==> config.mk <==
export PLATFORM = sky130hd
export DESIGN_NAME = tdm_demux4_flat
export DESIGN_NICKNAME = d
export VERILOG_FILES = /design/src/rtl/tdm_demux4_if.sv /design/src/rtl/tdm_demux4.sv /design/src/flat_wrapper.sv
export SDC_FILE = /design/constraint.sdc
export NUM_CORES = 1
export LEC_CHECK = 0
export BUFFER_PORTS_ARGS = -buffer_cell sky130_fd_sc_hd__clkbuf_2
export CAP_MARGIN = 0
export CORE_AREA = 2 2 39 41
export CTS_BUF_LIST = sky130_fd_sc_hd__clkbuf_4 sky130_fd_sc_hd__clkbuf_8
export DETAILED_ROUTE_END_ITERATION = 10
export DIE_AREA = 0 0 41 43
export GPL_TIMING_DRIVEN = 0
export PLACE_DENSITY = 0.75
export SLEW_MARGIN = 10
export SYNTH_ARGS = -nofsm -noshare
export SYNTH_HDL_FRONTEND = slang
export SYNTH_SLANG_ARGS = --single-unit
==> constraint.sdc <==
create_clock -name clk -period 2.6 [get_ports clk]
set_input_delay 0 -clock clk [delete_from_list [all_inputs] [get_ports clk]]
set_output_delay 0 -clock clk [all_outputs]
set_load 0.1 [all_outputs]
==> src/rtl/tdm_demux4_if.sv <==
// Bus bundle for the TDM demultiplexer: multiplexed sample input side and
// per-channel frame output side.
interface tdm_demux4_if #(
    parameter int unsigned W = 1
);
    logic [W-1:0] din;
    logic         din_valid;
    logic         sync;
    logic [W-1:0] A;
    logic [W-1:0] B;
    logic [W-1:0] C;
    logic [W-1:0] D;
    logic         S1;
    logic         S0;
    logic         frame_valid;
    logic         locked;
    logic         sync_err;

    modport master (
        output din, din_valid, sync,
        input  A, B, C, D, S1, S0, frame_valid, locked, sync_err
    );

    modport slave (
        input  din, din_valid, sync,
        output A, B, C, D, S1, S0, frame_valid, locked, sync_err
    );
endinterface

==> src/rtl/tdm_demux4.sv <==
// Four-slot TDM receiver: tracks slot position from a frame-sync marker and
// publishes channels A..D in parallel once per complete frame.
module tdm_demux4 #(
    parameter int unsigned W = 1
) (
    input logic        clk,
    input logic        rst_n,
    tdm_demux4_if.slave bus
);
    typedef enum logic {HUNT, LOCKED} state_t;

    state_t       state, state_d;
    logic [1:0]   slot, slot_d;
    logic [W-1:0] sha, shb, shc;
    logic [W-1:0] sha_d, shb_d, shc_d;
    logic [W-1:0] a_q, b_q, c_q, d_q;
    logic         load;
    logic         err;
    logic         fv_q;
    logic         err_q;

    always_comb begin
        state_d = state;
        slot_d  = slot;
        sha_d   = sha;
        shb_d   = shb;
        shc_d   = shc;
        load    = 1'b0;
        err     = 1'b0;
        if (bus.din_valid) begin
            case (state)
                HUNT: begin
                    if (bus.sync) begin
                        sha_d   = bus.din;
                        slot_d  = 2'd1;
                        state_d = LOCKED;
                    end
                end
                LOCKED: begin
                    // A sync always restarts the frame; only off slot 0 is it an error.
                    if (bus.sync) begin
                        err    = (slot != 2'd0);
                        sha_d  = bus.din;
                        slot_d = 2'd1;
                    end else begin
                        case (slot)
                            2'd0: begin
                                err     = 1'b1;
                                state_d = HUNT;
                                slot_d  = 2'd0;
                            end
                            2'd1: begin
                                shb_d  = bus.din;
                                slot_d = 2'd2;
                            end
                            2'd2: begin
                                shc_d  = bus.din;
                                slot_d = 2'd3;
                            end
                            default: begin
                                load   = 1'b1;
                                slot_d = 2'd0;
                            end
                        endcase
                    end
                end
                default: state_d = HUNT;
            endcase
        end
    end

    always_ff @(posedge clk or negedge rst_n) begin
        if (!rst_n) begin
            state <= HUNT;
            slot  <= '0;
            sha   <= '0;
            shb   <= '0;
            shc   <= '0;
            a_q   <= '0;
            b_q   <= '0;
            c_q   <= '0;
            d_q   <= '0;
            fv_q  <= 1'b0;
            err_q <= 1'b0;
        end else begin
            state <= state_d;
            slot  <= slot_d;
            sha   <= sha_d;
            shb   <= shb_d;
            shc   <= shc_d;
            fv_q  <= load;
            err_q <= err;
            if (load) begin
                a_q <= sha;
                b_q <= shb;
                c_q <= shc;
                d_q <= bus.din;
            end
        end
    end

    assign bus.A           = a_q;
    assign bus.B           = b_q;
    assign bus.C           = c_q;
    assign bus.D           = d_q;
    assign bus.S1          = slot[1];
    assign bus.S0          = slot[0];
    assign bus.frame_valid = fv_q;
    assign bus.sync_err    = err_q;
    assign bus.locked      = (state == LOCKED);
endmodule

==> src/flat_wrapper.sv <==
// flat-port wrapper written by rule: the top's interface ports become plain ports
module tdm_demux4_flat 
#(
    parameter int unsigned W = 1
)
  (clk, rst_n, bus_din, bus_din_valid, bus_sync, bus_A, bus_B, bus_C, bus_D, bus_S1, bus_S0, bus_frame_valid, bus_locked, bus_sync_err);
  tdm_demux4_if #(.W(W)) bus_i ();
  input logic clk;
  input logic rst_n;
  input wire logic [$bits(bus_i.din)-1:0] bus_din;
  input wire logic [$bits(bus_i.din_valid)-1:0] bus_din_valid;
  input wire logic [$bits(bus_i.sync)-1:0] bus_sync;
  output wire logic [$bits(bus_i.A)-1:0] bus_A;
  output wire logic [$bits(bus_i.B)-1:0] bus_B;
  output wire logic [$bits(bus_i.C)-1:0] bus_C;
  output wire logic [$bits(bus_i.D)-1:0] bus_D;
  output wire logic [$bits(bus_i.S1)-1:0] bus_S1;
  output wire logic [$bits(bus_i.S0)-1:0] bus_S0;
  output wire logic [$bits(bus_i.frame_valid)-1:0] bus_frame_valid;
  output wire logic [$bits(bus_i.locked)-1:0] bus_locked;
  output wire logic [$bits(bus_i.sync_err)-1:0] bus_sync_err;
  assign bus_i.din = bus_din;
  assign bus_i.din_valid = bus_din_valid;
  assign bus_i.sync = bus_sync;
  assign bus_A = bus_i.A;
  assign bus_B = bus_i.B;
  assign bus_C = bus_i.C;
  assign bus_D = bus_i.D;
  assign bus_S1 = bus_i.S1;
  assign bus_S0 = bus_i.S0;
  assign bus_frame_valid = bus_i.frame_valid;
  assign bus_locked = bus_i.locked;
  assign bus_sync_err = bus_i.sync_err;
  tdm_demux4 #(.W(W)) u_core (.clk(clk), .rst_n(rst_n), .bus(bus_i));
endmodule
# ---- After elaboration in Yosys (flattened, before gate mapping)
# Cells that the tools add are included.
dict set report word_totals {
  reg_bits 12
  latchBits 0
  ram_bits 0
  rom_bits 0
  word_cells 40
  memories 0
}
dict set report op_classes {
  addsub 0
  multipliers 0
  n_div 0
  order_cmp 0
  n_eq_ne 3
  shift 0
  muxes 17
  bitwise 2
  n_reduce_logical 7
}
# op count
set op_table {}
lappend op_table {{two-way mux 1 bit} 12}
lappend op_table {{case mux 2 bit (2 select lines)} 2}
lappend op_table {{AND reduction 4 bit} 2}
lappend op_table {{two-way mux 2 bit} 2}
lappend op_table {{AND reduction 2 bit} 2}
lappend op_table {{OR reduction 3 bit} 1}
lappend op_table {{== test 2 x 1 -> 1 bit, second input constant} 1}
lappend op_table {{== test 2 bit, second input constant} 1}
lappend op_table {{logical NOT 2 bit} 1}
lappend op_table {{!= test 2 bit, second input constant} 1}
lappend op_table {{NOT 1 bit} 2}
lappend op_table {{case mux 1 bit (2 select lines)} 1}
lappend op_table {{nonzero test 2 bit} 1}

# ---- Depth between registers and ports, before layout
# Gate-level depths: netlist of run 1.
dict set report logic_depth {
  depth_word 6
  ltp_mapped 4
  mapped_depth_nobuf 4
}

# ---- Worst setup path before layout of run 1
# No wires, ideal clock.
dict set report synth_timing {
  kind {register to register}
  startpoint {register u_core.slot[0]}
  endpoint {register u_core.shc}
  setup_time_ns 0.127
  t_arrival_ns 1.754
  path_slack_ns 0.719
  path_stages_with_launch 5
  synth_period_minus_slack_ns 1.881
  cell_sequence {dfrtp_1 > inv_1 > ha_1 > nand4b_1 > mux2_1}
}
dict set report synth_between {
  elab_chain_cells 2
}
# element line
set synth_lines {}
lappend synth_lines {{start: declaration} tdm_demux4.sv:13} ;# logic [1:0] slot, slot_d;
lappend synth_lines {{start signal: assignment} tdm_demux4.sv:87} ;# slot <= slot_d;
lappend synth_lines {{== test 2 bit} tdm_demux4.sv:46} ;# case (slot)
lappend synth_lines {{AND reduction 4 bit (no source line)} --}
lappend synth_lines {{end signal: assignment} tdm_demux4.sv:78} ;# shc <= '0;
lappend synth_lines {{end signal: assignment} tdm_demux4.sv:90} ;# shc <= shc_d;
lappend synth_lines {{end: declaration} tdm_demux4.sv:14} ;# logic [W-1:0] sha, shb, shc;
# No other way between the ends.
# A chain may end at the register's enable or synchronous reset.

# ---- Worst setup path in the final report of run 1
# Ends and elaborated chain as after synthesis.

==> results.md, run 1 <==
* CTS tree: done
* Reg2reg setup slack at 1.31 ns
* Core footprint at 1380 µm²
* Pre-antenna DRT Iters at 4
* Rel. slew slack at 64.0%
* F_max at 778 MHz
* Max stage delay on crit path at 0.44 ns
* CP Launch Point: u_core.slot[0]
* Multi-input combinational cell area at 254 µm²
* Hold EP: u_core.bus.frame_valid
* Worst-Margin Slew at 0.542 ns
* Endpoints failing setup at 0
* DRC Markers at 0
* Flops & latches, synth at 12
* # port buffers at 12
* Full die area at 1760 µm²
* Detail Placement HPWL at 646 µm
* Maxcap violations at 0
* Hold path start: bus_din_valid
* Post-synthesis sequential area ratio at 50.1%
* Worst Path Max Fanout at 6
* Distinct cell type count after synthesis at 18
* Routability congestion estimate at 0.673
* H-tree depth at 1
* Max Slew Vio Count at 0
* Most frequent cells in the layout: 12 x clkbuf_2, 12 x dfrtp_1, 6 x mux2_2
* Max reg flops at 2
* Placed Cells at 74
* Worst-path cell chain: inv_1 > ha_1 > nand4b_1 > mux2_1
* Worst Path Arrival at 1.45 ns
* Hold Crit Depth at 3
* Filler instances at 133
* Routed WL per cell at 11.6 µm
* Min Hold Slack at 0.0421 ns
* Remaining Overflow, GRT at 0
* Clock Sinks at 12
* Dpl cell area at 679 µm²
* Setup CP Type: flop to flop
* Synth warn at 0
* FF-to-FF End: u_core.shc
* Vias post-DR at 392
* Vias in the first global route at 354
* Clock Latency Late Sink at 0.27 ns
* Worst R2R Path Depth at 4
* Antenna violations before repair at 0
* Most flop-heavy register: u_core.slot
* Starting density of the core at 43.3%
* Fraction of layout cells with a size suffix above 1 at 43.1%
* Hold crit path type: input pin to flop
* I/O Pins at 14
* Area Growth Syn to Fin at 24.4%
* Total CTS buffers at 3
* Final WL at 938 µm
* Element type at the critical path end: flop
* Detailed router's first-iteration violation count at 7
* First-pass GRT wire length at 1550 µm
* Number of cells upsized or downsized after cts at 0
* Register area at 300 µm²
* Synth Cell Area at 599 µm²
* Layout Nets at 76
* CTS Root Buffer Type: clkbuf_4
* ANT cells at 0
* Clock skew at 0.00194 ns
* Fin Setup TNS at 0 ns
* Tcrit/Tclk final at 49.5%
* Unrepaired setup endpoints after global routing: false
* Syn nets at 56
* Tot GR Track Use at 13.5%
* Clock transition at the registers of the reported paths at 0.07 ns
* Clock Tree Buf Depth at 2
* Final std cells w/o fill at 81
* Syn Area/Cell at 13.0 µm²
* Final Instance Area at 746 µm²
* Setup crit start kind: flop
* Die Ht at 43 µm
* Slowest cell on the critical path: dfrtp_1
* Largest net degree at the start of global routing at 13
* Row cnt at 14
* RR Startpoint: u_core.slot[0]
* Final Hold Viols at 0
* Die W at 41 µm
* Post-DRT Antenna Nets at 0
* Status: finished, final reports clean
* Via density at 4.84
* Tmin final at 1.29 ns
* Mapped Cells at 46
* Required time of the critical path at 2.76 ns
==> cell usage after synthesis <==
| cell type | count | share of area [%] |
|---|---|---|
| inv_1 | 4 | 2.5 |
| nand4b_1 | 2 | 2.9 |
| nand3_1 | 1 | 0.83 |
| nand2_1 | 2 | 1.3 |
| dfrtp_1 | 12 | 50 |
| a21oi_1 | 1 | 0.83 |
| o221ai_1 | 1 | 1.5 |
| nand4b_4 | 1 | 4.0 |
| buf_6 | 2 | 3.8 |
| buf_4 | 1 | 1.3 |
| ha_1 | 5 | 10 |
| mux2_1 | 1 | 1.9 |
| a31oi_1 | 1 | 1.0 |
| nor2_1 | 2 | 1.3 |
| nor3_1 | 2 | 1.7 |
| or3b_2 | 1 | 1.5 |
| and4bb_2 | 1 | 2.1 |
| mux2_2 | 6 | 11 |
==> final cells by class <==
cell class                      instances  share of cell area, %
Multi-Input combinational cell         27                   34.1
Clock buffer                            4                   4.87
Sequential cell                        12                   40.3
Inverter                                4                   2.01
Buffer                                  3                   4.03
Tap cell                               16                   2.68
Timing Repair Buffer                   15                   12.1
==> through the flow <==
stage	util, %	setup WS, ns
2_1_floorplan	-	0.719
3_3_place_gp	49.1	1.33
3_5_place_dp	49.1	1.31
4_1_cts	53.9	1.30
5_1_grt	53.9	1.24
6_report	53.9	1.31
==> worst max path at each step <==
stage                    to  slack [ns]  cells after the start
2_1_floorplan    u_core.shc        0.72                      4
3_3_place_gp   u_core.bus.B        1.33                      3
3_5_place_dp     u_core.shc        1.31                      4
4_1_cts        u_core.bus.C        1.30                      3
5_1_grt          u_core.shc        1.24                      4
6_report         u_core.shc        1.31                      4
==> metal layers <==
layer / wire (µm) / global-route usage [%]
met2: 429 / 18.4
met3: 74 / 7.85
met1: 425 / 16.6
met4: 9 / 6.00
met5: 0 / 0
==> kinds of logic (layout without fill, tap and decap cells) <==
logic type / after synthesis / in the layout / share of synthesized area (%)
AO/OA/AOI/OAI: 3 / 3 / 3.34
buffers and inverters: 7 / 26 / 7.52
multiplexers: 7 / 7 / 13.2
AND/OR/NAND/NOR: 12 / 12 / 15.4
adder cells (fa/ha/maj): 5 / 5 / 10.4
flip-flops: 12 / 12 / 50.1
==> what timing repair did <==
action / CTS / global route
endpoints found under the hold margin: 14 / 0
hold buffers: 3 / 0
buffers inserted: 0 / 0
==> worst max-delay path, delay by kind of cell, from the launching register on <==
kind	cells	cell delay [ns]
adder cells (fa/ha/maj)	1	0.21
buffers and inverters	1	0.09
flip-flops	1	0.44
multiplexers	1	0.33
AND/OR/NAND/NOR	1	0.11
Power of run 1 is left out: the tool's default activity adds up to more than one toggle a clock period on the data nets, which glitch-free logic cannot reach.
==> run 2, diff against run 1 <==
ABC_AREA = 1   (was default)
PLACE_DENSITY = 0.76   (was 0.75)
clock period = 1.05 ns   (was 2.6 ns; I/O delays follow)
==> run 2 against run 1 <==
The flow now finishes with violations (setup timing). Worst hold slack worse by 0.025 ns. Clock skew fell by 0.00050 ns. Wire length increased by 19%. Largest cell class is now multi-input combinational cells. Flip-flop and latch count unchanged. Via count grew 24%.
==> results.md, run 2 <==
* Status: finished, violations left
* Violated checks: setup timing
* Total CTS buffers at 3 (unchanged)
* DRC Markers at 0 (unchanged)
* I/O Pins at 14 (unchanged)
* Syn nets at 78 (+39%)
* Detailed router's first-iteration violation count at 16 (+9)
* Synth warn at 0 (unchanged)
* # port buffers at 13 (+1)
* Post-synth ARST share at 100% (unchanged)
* Commonest non-fill, non-tap cell in the layout: nand2_1
* Setup CP Type: flop to flop
* Setup crit start kind: flop
* Remaining Overflow, GRT at 0 (unchanged)
* Worst Path Max Fanout at 5 (-1)
* Maxcap violations at 0 (unchanged)
* Final Hold Viols at 0 (unchanged)
* Routed WL per cell at 10.9 µm (-6.3%)
* Flops & latches, synth at 12 (unchanged)
* Required time of the critical path at 1.21 ns (-1.55 ns)
* Synth Cell Area at 582 µm² (-2.9%)
* Clock Latency Late Sink at 0.27 ns (about the same)
* Max reg flops at 2 (unchanged)
* ANT cells at 0 (unchanged)
* Max Slew Vio Count at 0 (unchanged)
* Via density at 4.73 (-2.3%)
* Worst setup margin at -0.0900 ns (-1.40 ns)
* Post-synthesis sequential area ratio at 51.6% (+1.5 points)
* Leading area contributor after synthesis: dfrtp_1
* Core footprint at 1380 µm² (unchanged)
* Tot GR Track Use at 14.7% (+1.2 points)
* Die Ht at 43 µm (unchanged)
* Clock transition at the registers of the reported paths at 0.07 ns (about the same)
* Element type at the critical path end: flop
* Final Util at 62.7% (+8.8 points)
* Post-synth top area share at 51.6% (+1.5 points)
* Area Growth Syn to Fin at 49.0%
* Final WL at 1120 µm (+19%)
* Synth top cells by count: 26 x nand2_1, 12 x dfrtp_1, 10 x nand3_1
* Row cnt at 14 (unchanged)
* Largest net degree at the start of global routing at 13 (unchanged)
* Hold crit path type: input pin to flop
* Tcrit/Tclk final at 109% (+59 points)
* F_max at 877 MHz (+13%)
* Vias in the first global route at 419 (+18%)
* EDFF count, synth at 0 (unchanged)
* Detail Placement HPWL at 779 µm (+21%)
* Most frequent cell after synthesis: nand2_1
* Layout Nets at 98 (+29%)
* Vias post-DR at 487 (+24%)
* Full die area at 1760 µm² (unchanged)
* Mapped Cells at 68 (+48%)
* Tmin final at 1.14 ns (-0.146 ns)
* Starting density of the core at 42.0% (-1.3 points)
* Post-DRT Antenna Nets at 0 (unchanged)
* Worst-Margin Slew at 0.304 ns (-0.238 ns)
* First-pass GRT wire length at 1730 µm (+12%)
* Clock Tree Buf Depth at 2 (unchanged)
* Worst Path Arrival at 1.30 ns (-0.15 ns)
* Slowest cell on the critical path: dfrtp_4
* CTS Root Buffer Type: clkbuf_4
* Ranking of synthesized cells by area: dfrtp_1 52%, nand2_1 17%, ha_1 11%
* Most flop-heavy register: u_core.slot
* Unrepaired setup endpoints after global routing: true
* Pre-antenna DRT Iters at 4 (unchanged)
* Syn Area/Cell at 8.56 µm² (-34%)
* Fraction of layout cells with a size suffix above 1 at 51.7% (+8.6 points)
* Max stage delay on crit path at 0.53 ns (+0.09 ns)
* Endpoints failing setup at 9 (+9)
* CTS tree: done
* Clock Sinks at 12 (unchanged)
* Rel. slew slack at 79.7% (+16 points)
* Most frequent cells in the layout: 19 x nand2_1, 10 x clkbuf_4, 9 x nand3_1, 9 x dfrtp_1, 6 x nand2_2
* Die W at 41 µm (unchanged)
* Worst slack, placed at -0.0918 ns (-1.40 ns)
* Distinct cell type count after synthesis at 9 (-9)
* H-tree depth at 1 (unchanged)
* Clock skew at 0.00143 ns (-0.000504 ns)
* Routability congestion estimate at 0.766 (+14%)
* Worst-path cell chain: buf_4 > ha_4 > inv_1 > nor2_2 > nand3_1 > nand2_1
* Ys flop type: dfrtp_1
* Antenna violations before repair at 0 (unchanged)
[run 2: cell types whose count changed after synthesis, moves of 2 or more]
cell	change
nand3_1	+9
nand2_1	+24
inv_2	+2
buf_6	-2
inv_1	+5
nor3_1	-2
mux2_2	-6
nand4b_1	-2
[run 2: timing repair]
| item | in CTS | in global routing |
|---|---|---|
| gates resized for setup | 13 | 17 |
| pin swaps | 5 | 8 |
| buffers inserted | 0 | 1 |
| hold buffers | 1 | 0 |
| endpoints found under the setup margin | 15 | 15 |
| hold endpoints to repair | 12 | 0 |
[run 2: worst max-delay path, delay by kind of cell, from the launching register on]
family	cells	cell delay, ns
adders and majority gates	1	0.15
DFF	1	0.53
buffers and inverters	2	0.22
and+or+nand+nor	3	0.15
[run 2: path summary, 6_finish.rpt]
kind / from / endpoint / slack, ns / cells after the start
worst max-delay path: u_core.slot[0] / u_core.shb / -0.09 / 6
worst min-delay path: bus_din / u_core.sha / 0.02 / 3
worst max register to register: u_core.slot[0] / u_core.shb / -0.09 / 6
worst min register to register: u_core.bus.A / u_core.bus.A / 0.47 / 2
max in group asynchronous: rst_n / u_core.slot[1] / 0.65 / 2
min in group asynchronous: rst_n / u_core.bus.C / 0.14 / 2
[run 2: area by class of cell]
cell class                      instances  area (µm²)
Inverter                               11        48.8
Clock buffer                            4        36.3
Fill cell                             122         517
Multi-Input combinational cell         45         335
Sequential cell                        12         312
Tap cell                               16        20.0
Timing Repair Buffer                   15         115
[run 2: per-stage QoR]
step	setup TNS [ns]	instance area (µm²)	hold slack [ns]	std cells
final	-0.351	867	0.0167	103
after global routing	-0.807	867	0.0116	103
after CTS	-0.384	813	0.00527	102
after detailed placement	-0.258	728	-0.0981	97
after global placement	-0.186	728	-0.100	97
after floorplan	-1.88	643	-0.296	68
[run 2: kinds of logic after synthesis]
family | share of synthesized area [%]
fa+ha+maj | 10.8
simple gates | 30.5
flops | 51.6
buf+inv | 7.10
[run 2: routing by layer]
layer	routed length, µm	global-route usage (%)	up-vias	share of wire, %
met2	562	20.6	15	50
met5	0	0	-	0
met3	62	3.14	4	5.5
met4	23	8.00	0	2.1
met1	470	20.3	221	42
li1	-	-	247	-
Power of run 2 is left out for the same reason.
